### src/rtl/regdump_pkg.sv
// Shared types and default sizes for the register-file dump engine.
// The processor register-file width constants below are reused by the dump engine.
package regdump_pkg;

   localparam int DEF_NUM_REGS = 32;
   localparam int DEF_ADDR_W   = 5;
   localparam int DEF_DATA_W   = 32;

   typedef enum logic [2:0] {
      ST_IDLE,
      ST_READ,
      ST_SEND,
      ST_SUM,
      ST_DONE
   } state_e;

endpackage

### src/rtl/regfile_dump.sv
// Walks register-file addresses 0..NUM_REGS-1 and streams (addr, data) beats over valid/ready.
// Optional trailing XOR-checksum beat is compiled in with REGDUMP_CHECKSUM_EN.
module regfile_dump
   import regdump_pkg::*;
#(
   parameter int NUM_REGS = DEF_NUM_REGS,
   parameter int ADDR_W   = DEF_ADDR_W,
   parameter int DATA_W   = DEF_DATA_W
) (
   input  logic              clk,
   input  logic              rst_n,
   input  logic              start,
   output logic              busy,
   output logic              done,
   output logic [ADDR_W-1:0] rd_addr,
   input  logic [DATA_W-1:0] rd_data,
   output logic              out_valid,
   input  logic              out_ready,
   output logic [ADDR_W-1:0] out_addr,
   output logic [DATA_W-1:0] out_data,
   output logic              out_last
);

   localparam logic [ADDR_W-1:0] LAST_IDX = ADDR_W'(NUM_REGS - 1);

   state_e            state_q, state_d;
   logic [ADDR_W-1:0] idx_q, idx_d;
   logic [ADDR_W-1:0] oaddr_q, oaddr_d;
   logic [DATA_W-1:0] odata_q, odata_d;
   logic              last_q, last_d;
   logic              valid_q, valid_d;
   logic              busy_q, busy_d;
   logic              done_q, done_d;
`ifdef REGDUMP_CHECKSUM_EN
   logic [DATA_W-1:0] xsum_q, xsum_d;
   logic              sum_pres_q, sum_pres_d;
`endif

   always_comb begin
      state_d = state_q;
      idx_d   = idx_q;
      oaddr_d = oaddr_q;
      odata_d = odata_q;
      last_d  = last_q;
`ifdef REGDUMP_CHECKSUM_EN
      xsum_d     = xsum_q;
      sum_pres_d = sum_pres_q;
`endif
      case (state_q)
         ST_IDLE: begin
            idx_d = '0;
`ifdef REGDUMP_CHECKSUM_EN
            xsum_d = '0;
`endif
            if (start) state_d = ST_READ;
         end
         ST_READ: begin
            // Capture takes the pre-edge read value; a same-edge write is not seen.
            oaddr_d = idx_q;
            odata_d = rd_data;
`ifdef REGDUMP_CHECKSUM_EN
            last_d = 1'b0;
            xsum_d = xsum_q ^ rd_data;
`else
            last_d = (idx_q == LAST_IDX);
`endif
            state_d = ST_SEND;
         end
         ST_SEND: begin
            if (out_ready) begin
               if (idx_q == LAST_IDX) begin
`ifdef REGDUMP_CHECKSUM_EN
                  state_d = ST_SUM;
`else
                  state_d = ST_DONE;
`endif
               end else begin
                  idx_d   = idx_q + 1'b1;
                  state_d = ST_READ;
               end
            end
         end
`ifdef REGDUMP_CHECKSUM_EN
         ST_SUM: begin
            // First SUM cycle loads the checksum beat, second onward presents it.
            if (!sum_pres_q) begin
               sum_pres_d = 1'b1;
               oaddr_d    = '0;
               odata_d    = xsum_q;
               last_d     = 1'b1;
            end else if (out_ready) begin
               sum_pres_d = 1'b0;
               state_d    = ST_DONE;
            end
         end
`endif
         ST_DONE: begin
            idx_d   = '0;
            state_d = ST_IDLE;
         end
         default: state_d = ST_IDLE;
      endcase

      valid_d = (state_d == ST_SEND);
`ifdef REGDUMP_CHECKSUM_EN
      valid_d = valid_d | ((state_d == ST_SUM) & sum_pres_d);
`endif
      if (!valid_d) last_d = 1'b0;
      busy_d = (state_d != ST_IDLE);
      done_d = (state_d == ST_DONE);
   end

   always_ff @(posedge clk or negedge rst_n) begin
      if (!rst_n) begin
         state_q <= ST_IDLE;
         idx_q   <= '0;
         oaddr_q <= '0;
         odata_q <= '0;
         last_q  <= 1'b0;
         valid_q <= 1'b0;
         busy_q  <= 1'b0;
         done_q  <= 1'b0;
`ifdef REGDUMP_CHECKSUM_EN
         xsum_q     <= '0;
         sum_pres_q <= 1'b0;
`endif
      end else begin
         state_q <= state_d;
         idx_q   <= idx_d;
         oaddr_q <= oaddr_d;
         odata_q <= odata_d;
         last_q  <= last_d;
         valid_q <= valid_d;
         busy_q  <= busy_d;
         done_q  <= done_d;
`ifdef REGDUMP_CHECKSUM_EN
         xsum_q     <= xsum_d;
         sum_pres_q <= sum_pres_d;
`endif
      end
   end

   assign rd_addr   = idx_q;
   assign out_valid = valid_q;
   assign out_addr  = oaddr_q;
   assign out_data  = odata_q;
   assign out_last  = last_q;
   assign busy      = busy_q;
   assign done      = done_q;

endmodule
### config.mk
export PLATFORM = sky130hd
export DESIGN_NAME = regfile_dump
export DESIGN_NICKNAME = d
export VERILOG_FILES = /design/src/rtl/regdump_pkg.sv /design/src/rtl/regfile_dump.sv
export SDC_FILE = /design/constraint.sdc
export NUM_CORES = 1
export LEC_CHECK = 0
export CAP_MARGIN = 10
export CORE_AREA = 2 2 71 80
export CTS_BUF_LIST = sky130_fd_sc_hd__clkbuf_4 sky130_fd_sc_hd__clkbuf_8
export CTS_CLUSTER_DIAMETER = 120
export CTS_CLUSTER_SIZE = 12
export DETAILED_ROUTE_END_ITERATION = 8
export DIE_AREA = 0 0 73 82
export PLACE_DENSITY = 0.75
export SETUP_SLACK_MARGIN = 0.4
export SLEW_MARGIN = 40
export SYNTH_ARGS = -nofsm -noshare
export SYNTH_HDL_FRONTEND = slang
export SYNTH_SLANG_ARGS = --single-unit
### constraint.sdc
create_clock -name clk -period 1.7 [get_ports clk]
set_input_delay 0.425 -clock clk [delete_from_list [all_inputs] [get_ports clk]]
set_output_delay 0.425 -clock clk [all_outputs]
set_load 0.02 [all_outputs]
==> results by stage <==
Worst setup path:
- STA puts the critical path data arrival time at 1.91 ns.
- The nature of the critical path endpoint is a flip-flop.
- In this run the critical register-to-register path is launched from rd_addr[0].
- The length in cells of the worst reg-to-reg path is 7.
- The slowest stage of the critical path belongs to the cell sky130_fd_sc_hd__dfrtp_2.
- The required time at the worst-slack endpoint is between 1.5 and 2 ns.
- Walking the worst path, the cells encountered are ha_4 -> and3_4 -> ha_4 -> nor4b_4 -> buf_6 -> a21oi_2 -> a31o_2.
- STA classifies the critical path startpoint as a flip-flop.
- In this design, the critical path's most frequently occurring cell is sky130_fd_sc_hd__ha_4.
- The maximum cell stage delay along the critical path is 0.43 ns.
- The critical path is of the flip-flop to flip-flop type.
- Of all nets on the critical path, the largest fanout is 6.
- In this run the critical register-to-register path is captured at rd_addr[2].
- Across all register-to-register paths, the minimum setup slack is -0.02 ns.

Worst hold path:
- The kind of path behind the tightest hold check is flip-flop to flip-flop.
- The worst hold path begins at out_data[21].
- Along the worst hold path, the cell count comes to 1.
- For hold timing, the worst endpoint is out_data[21].

Synth:
- In this run, synthesis produced a sequential element count of between 40 and 50.
- The count of unique library cells instantiated by Yosys is 23.
- The most repeated cell in the gate-level netlist after synthesis is sky130_fd_sc_hd__dfrtp_1.
- In the synthesized netlist the async set-or-reset flop fraction comes to 100%.
- Synthesis handed over a netlist of around 130 instances.
- The primary flip-flop cell chosen by synthesis mapping is sky130_fd_sc_hd__dfrtp_1.
- By area the synthesized netlist is led by sky130_fd_sc_hd__dfrtp_1, sky130_fd_sc_hd__mux2_2, sky130_fd_sc_hd__mux2i_1.
- The share of the Yosys chip area taken by registers is 62.8%.
- The synthesized net count is 165.
- After synthesis, the largest area contributor takes up 62.8% of total cell area.
- The count of flip-flops with a built-in enable after synthesis is 0.
- Ranked by instance count, the synthesized netlist is headed by sky130_fd_sc_hd__dfrtp_1, sky130_fd_sc_hd__mux2_2, sky130_fd_sc_hd__mux2i_1, sky130_fd_sc_hd__nor2_1, sky130_fd_sc_hd__nor3_1.
- The summed instance area of the synthesized netlist is 1950 sq um.
- The largest total area in the synthesized netlist belongs to sky130_fd_sc_hd__dfrtp_1.
- During synthesis, Yosys emitted a total of 0 warnings.
- Each instance of the synthesized netlist takes up on average 15.4 sq um.

Layout:
- The final-layout fill cell count is 380.
- The layout overhead on the synthesized area is 78.0%.
- The post-layout net count is 292.
- The final design area excluding fillers is 3480 sq um.
- The layout cell share with drive strength beyond 1 is 60.0%.
- The antenna cell count is 0.

Pwr:
- The analysis attributes to net switching a power of 2.14 mW.
- The clock network power share is 13.5%.
- The fraction of power spent switching nets is 33.8%.
- Power spread over the standard cell area amounts to 1820 nW/um^2.
- In this run, flip-flops and latches consume between 30% and 40% of the power.
- The reported leakage power is ~1.7 nW.
- The largest vdd supply drop is 0.907 mV.
- Per report_power, the combinational group accounts for 56.2% of the total.
- The overall power consumption is 6.33 mW.
- The internal portion of the total power is 4.19 mW.

STA:
- The normalized max-slew margin is 76.5%.
- The maximum frequency from static timing analysis is 581 MHz.
- The setup skew after layout is 0.00486 ns.
- The number of endpoints failing setup at the final stage is 3.
- The worst path uses 101% of the clock period.
- For the finished layout, the period the worst path requires is 1.72 ns.
- The worst-case setup margin in the final layout is -0.0208 ns.
- For the pin with the worst max-slew slack, the measured transition is approximately 0.35 ns.
- The number of slew-limit violations in the final report came to 0.
- The setup TNS is -0.0339 ns.
- Setup repair after global routing could not meet its margin everywhere.
- The number of failing hold endpoints at the final stage is 0.

Floorplan:
- The floorplan core area is 5220 sq um.
- The number of top-level pins is between 80 and 90.
- The die height is ~82 um.
- The floorplan step set the die width to ~73 um.
- The initial utilization of the core area, before any placement, comes to 37.4%.
- The area enclosed by the die boundary is 5990 sq um.
- The number of standard-cell rows in the floorplan is 28.

Status:
- The final reports fail on negative setup slack.
- The flow ran to the end, but the final reports show violations.

Global route:
- For this run, the total global-route usage over all layers was measured as 16.1%.
- The maximum number of pins on one net before global-route repair is 39.
- The initial antenna violation count is 0.
- The via count of the first global-routing pass is 1554.
- The global-route wire length before repair is 7480 um.
- For this run the aggregate overflow at the end of global routing stands at 0.

Route:
- The first detailed-routing pass ran for 4 iterations.
- The total routed wirelength is ~5000 um.
- The total number of vias is 1498.
- The post-detailed-route count of antenna-violating nets is 0.
- In the routed layout, each cell is associated on average with a via count of 4.76.
- In this run, the number of DRC markers left after iteration 0 of detailed routing was 55.
- After detailed routing, the average wire length per cell comes to 16.0 um.
- In the routed design, unresolved DRC markers number 0.

CTS:
- The tree built by TritonCTS fans out to 49 sinks.
- The maximum clock path buffer count is 2.
- TritonCTS built the clock tree.
- The number of clock buffers added by TritonCTS is 5.
- After clock tree synthesis, the clock-pin slew on the worst setup and hold paths is 0.09 ns.
- Clock latency on the worst-skew pair, taken at its later pin, is 0.29 ns.
- The tree is rooted in a sky130_fd_sc_hd__clkbuf_8.
- CTS built an H-tree with a depth of 2.

Placed design:
- After detailed placement, the total cell area comes to 2970 sq um.
- Detailed placement ended at an HPWL of 2960 um.
- The routability congestion estimate is 0.757.
- The count of buffers added on input and output ports is slightly above 80.
- The placement-stage worst setup slack is -0.0518 ns.

Run:
- Max-cap violations in this run came to 0.
per-stage QoR:
| step | instances | utilization, % | hold WS [ns] |
|---|---|---|---|
| after floorplan | 127 | - | 0.129 |
| after global routing | 315 | 66.6 | 0.522 |
| after CTS | 295 | 61.3 | 0.513 |
| after global placement | 275 | 56.9 | 0.323 |
| after detailed placement | 275 | 56.9 | 0.323 |
| final | 315 | 66.6 | 0.511 |
metal layers:
metal	global-route usage, %	vias up	share of wire [%]
li1	-	700	-
met1	20.9	726	44
met2	26.8	66	49
met3	4.42	6	6.3
met4	3.33	0	0.87
met5	0	-	0
worst max-delay path by stage:
stage | end | from | depth (start not counted) | slack (ns)
2_1_floorplan | rd_addr[2] | rd_addr[0] | 6 | -0.15
3_3_place_gp | rd_addr[2] | rd_addr[1] | 7 | -0.02
3_5_place_dp | rd_addr[2] | rd_addr[1] | 7 | -0.05
4_1_cts | rd_addr[2] | rd_addr[0] | 7 | -0.02
5_1_grt | rd_addr[4] | rd_addr[0] | 7 | -0.09
6_report | rd_addr[2] | rd_addr[0] | 7 | -0.02
layout make-up:
class	count	area (sq um)	area share, %
Tap cell	60	75.1	2.16
Sequential cell	49	1230	35.4
Multi-Input combinational cell	71	878	25.3
Timing Repair Buffer	127	1170	33.8
Clock buffer	6	82.6	2.37
Clock inverter	2	37.5	1.08
logic make-up after synthesis:
group                      after synthesis  synth area share, %
DFF                                     49                 62.8
muxes                                   42                 23.9
and+or+nand+nor                         19                 6.47
AOI/OAI and AO/OA                        7                 2.11
buffers and inverters                    7                 3.01
adders and majority gates                2                 1.28
xor gates and xnor gates                 1                0.449
cells in the final DEF (no fill, tap or decap), types with 4 or more instances in the layout:
master / instances
sky130_fd_sc_hd__buf_12: 4
sky130_fd_sc_hd__buf_2: 32
sky130_fd_sc_hd__buf_4: 27
sky130_fd_sc_hd__buf_6: 24
sky130_fd_sc_hd__clkbuf_8: 6
sky130_fd_sc_hd__clkdlybuf4s50_1: 34
sky130_fd_sc_hd__dfrtp_1: 46
sky130_fd_sc_hd__mux2_4: 37
sky130_fd_sc_hd__mux2i_1: 5
sky130_fd_sc_hd__nor2_1: 5
repair_timing:
item                       CTS  global route
gates cloned                 3             1
buffers inserted             8            19
hold endpoints to repair     9             0
pin swaps                    5             2
setup endpoints to repair   92            76
resized for setup          237            31
hold buffers                 1             0
critical path: cells and delay by family, from the launching register on:
kind	cells	cell delay, ns
AOI/OAI and AO/OA	2	0.26
adders and majority gates	2	0.32
buffers and inverters	1	0.16
DFF	1	0.43
and+or+nand+nor	2	0.44
sequential cells by signal, indices dropped and copies added (netlist names):
name       flops
busy           1
rd_addr        5
out_valid      1
out_data      32
state_q        3
out_addr       5
done           1
out_last       1
power groups by stage:
stage	Combinational, mW	Clock, mW	Sequential (mW)
final	3.56	0.852	1.92
after global routing	3.77	0.930	1.96
after CTS	3.02	0.885	1.89
after detailed placement	2.80	0	1.92
after global placement	2.76	0	1.89
after floorplan	0.998	0	2.48
No activity file was read; power rests on OpenSTA's default activity.
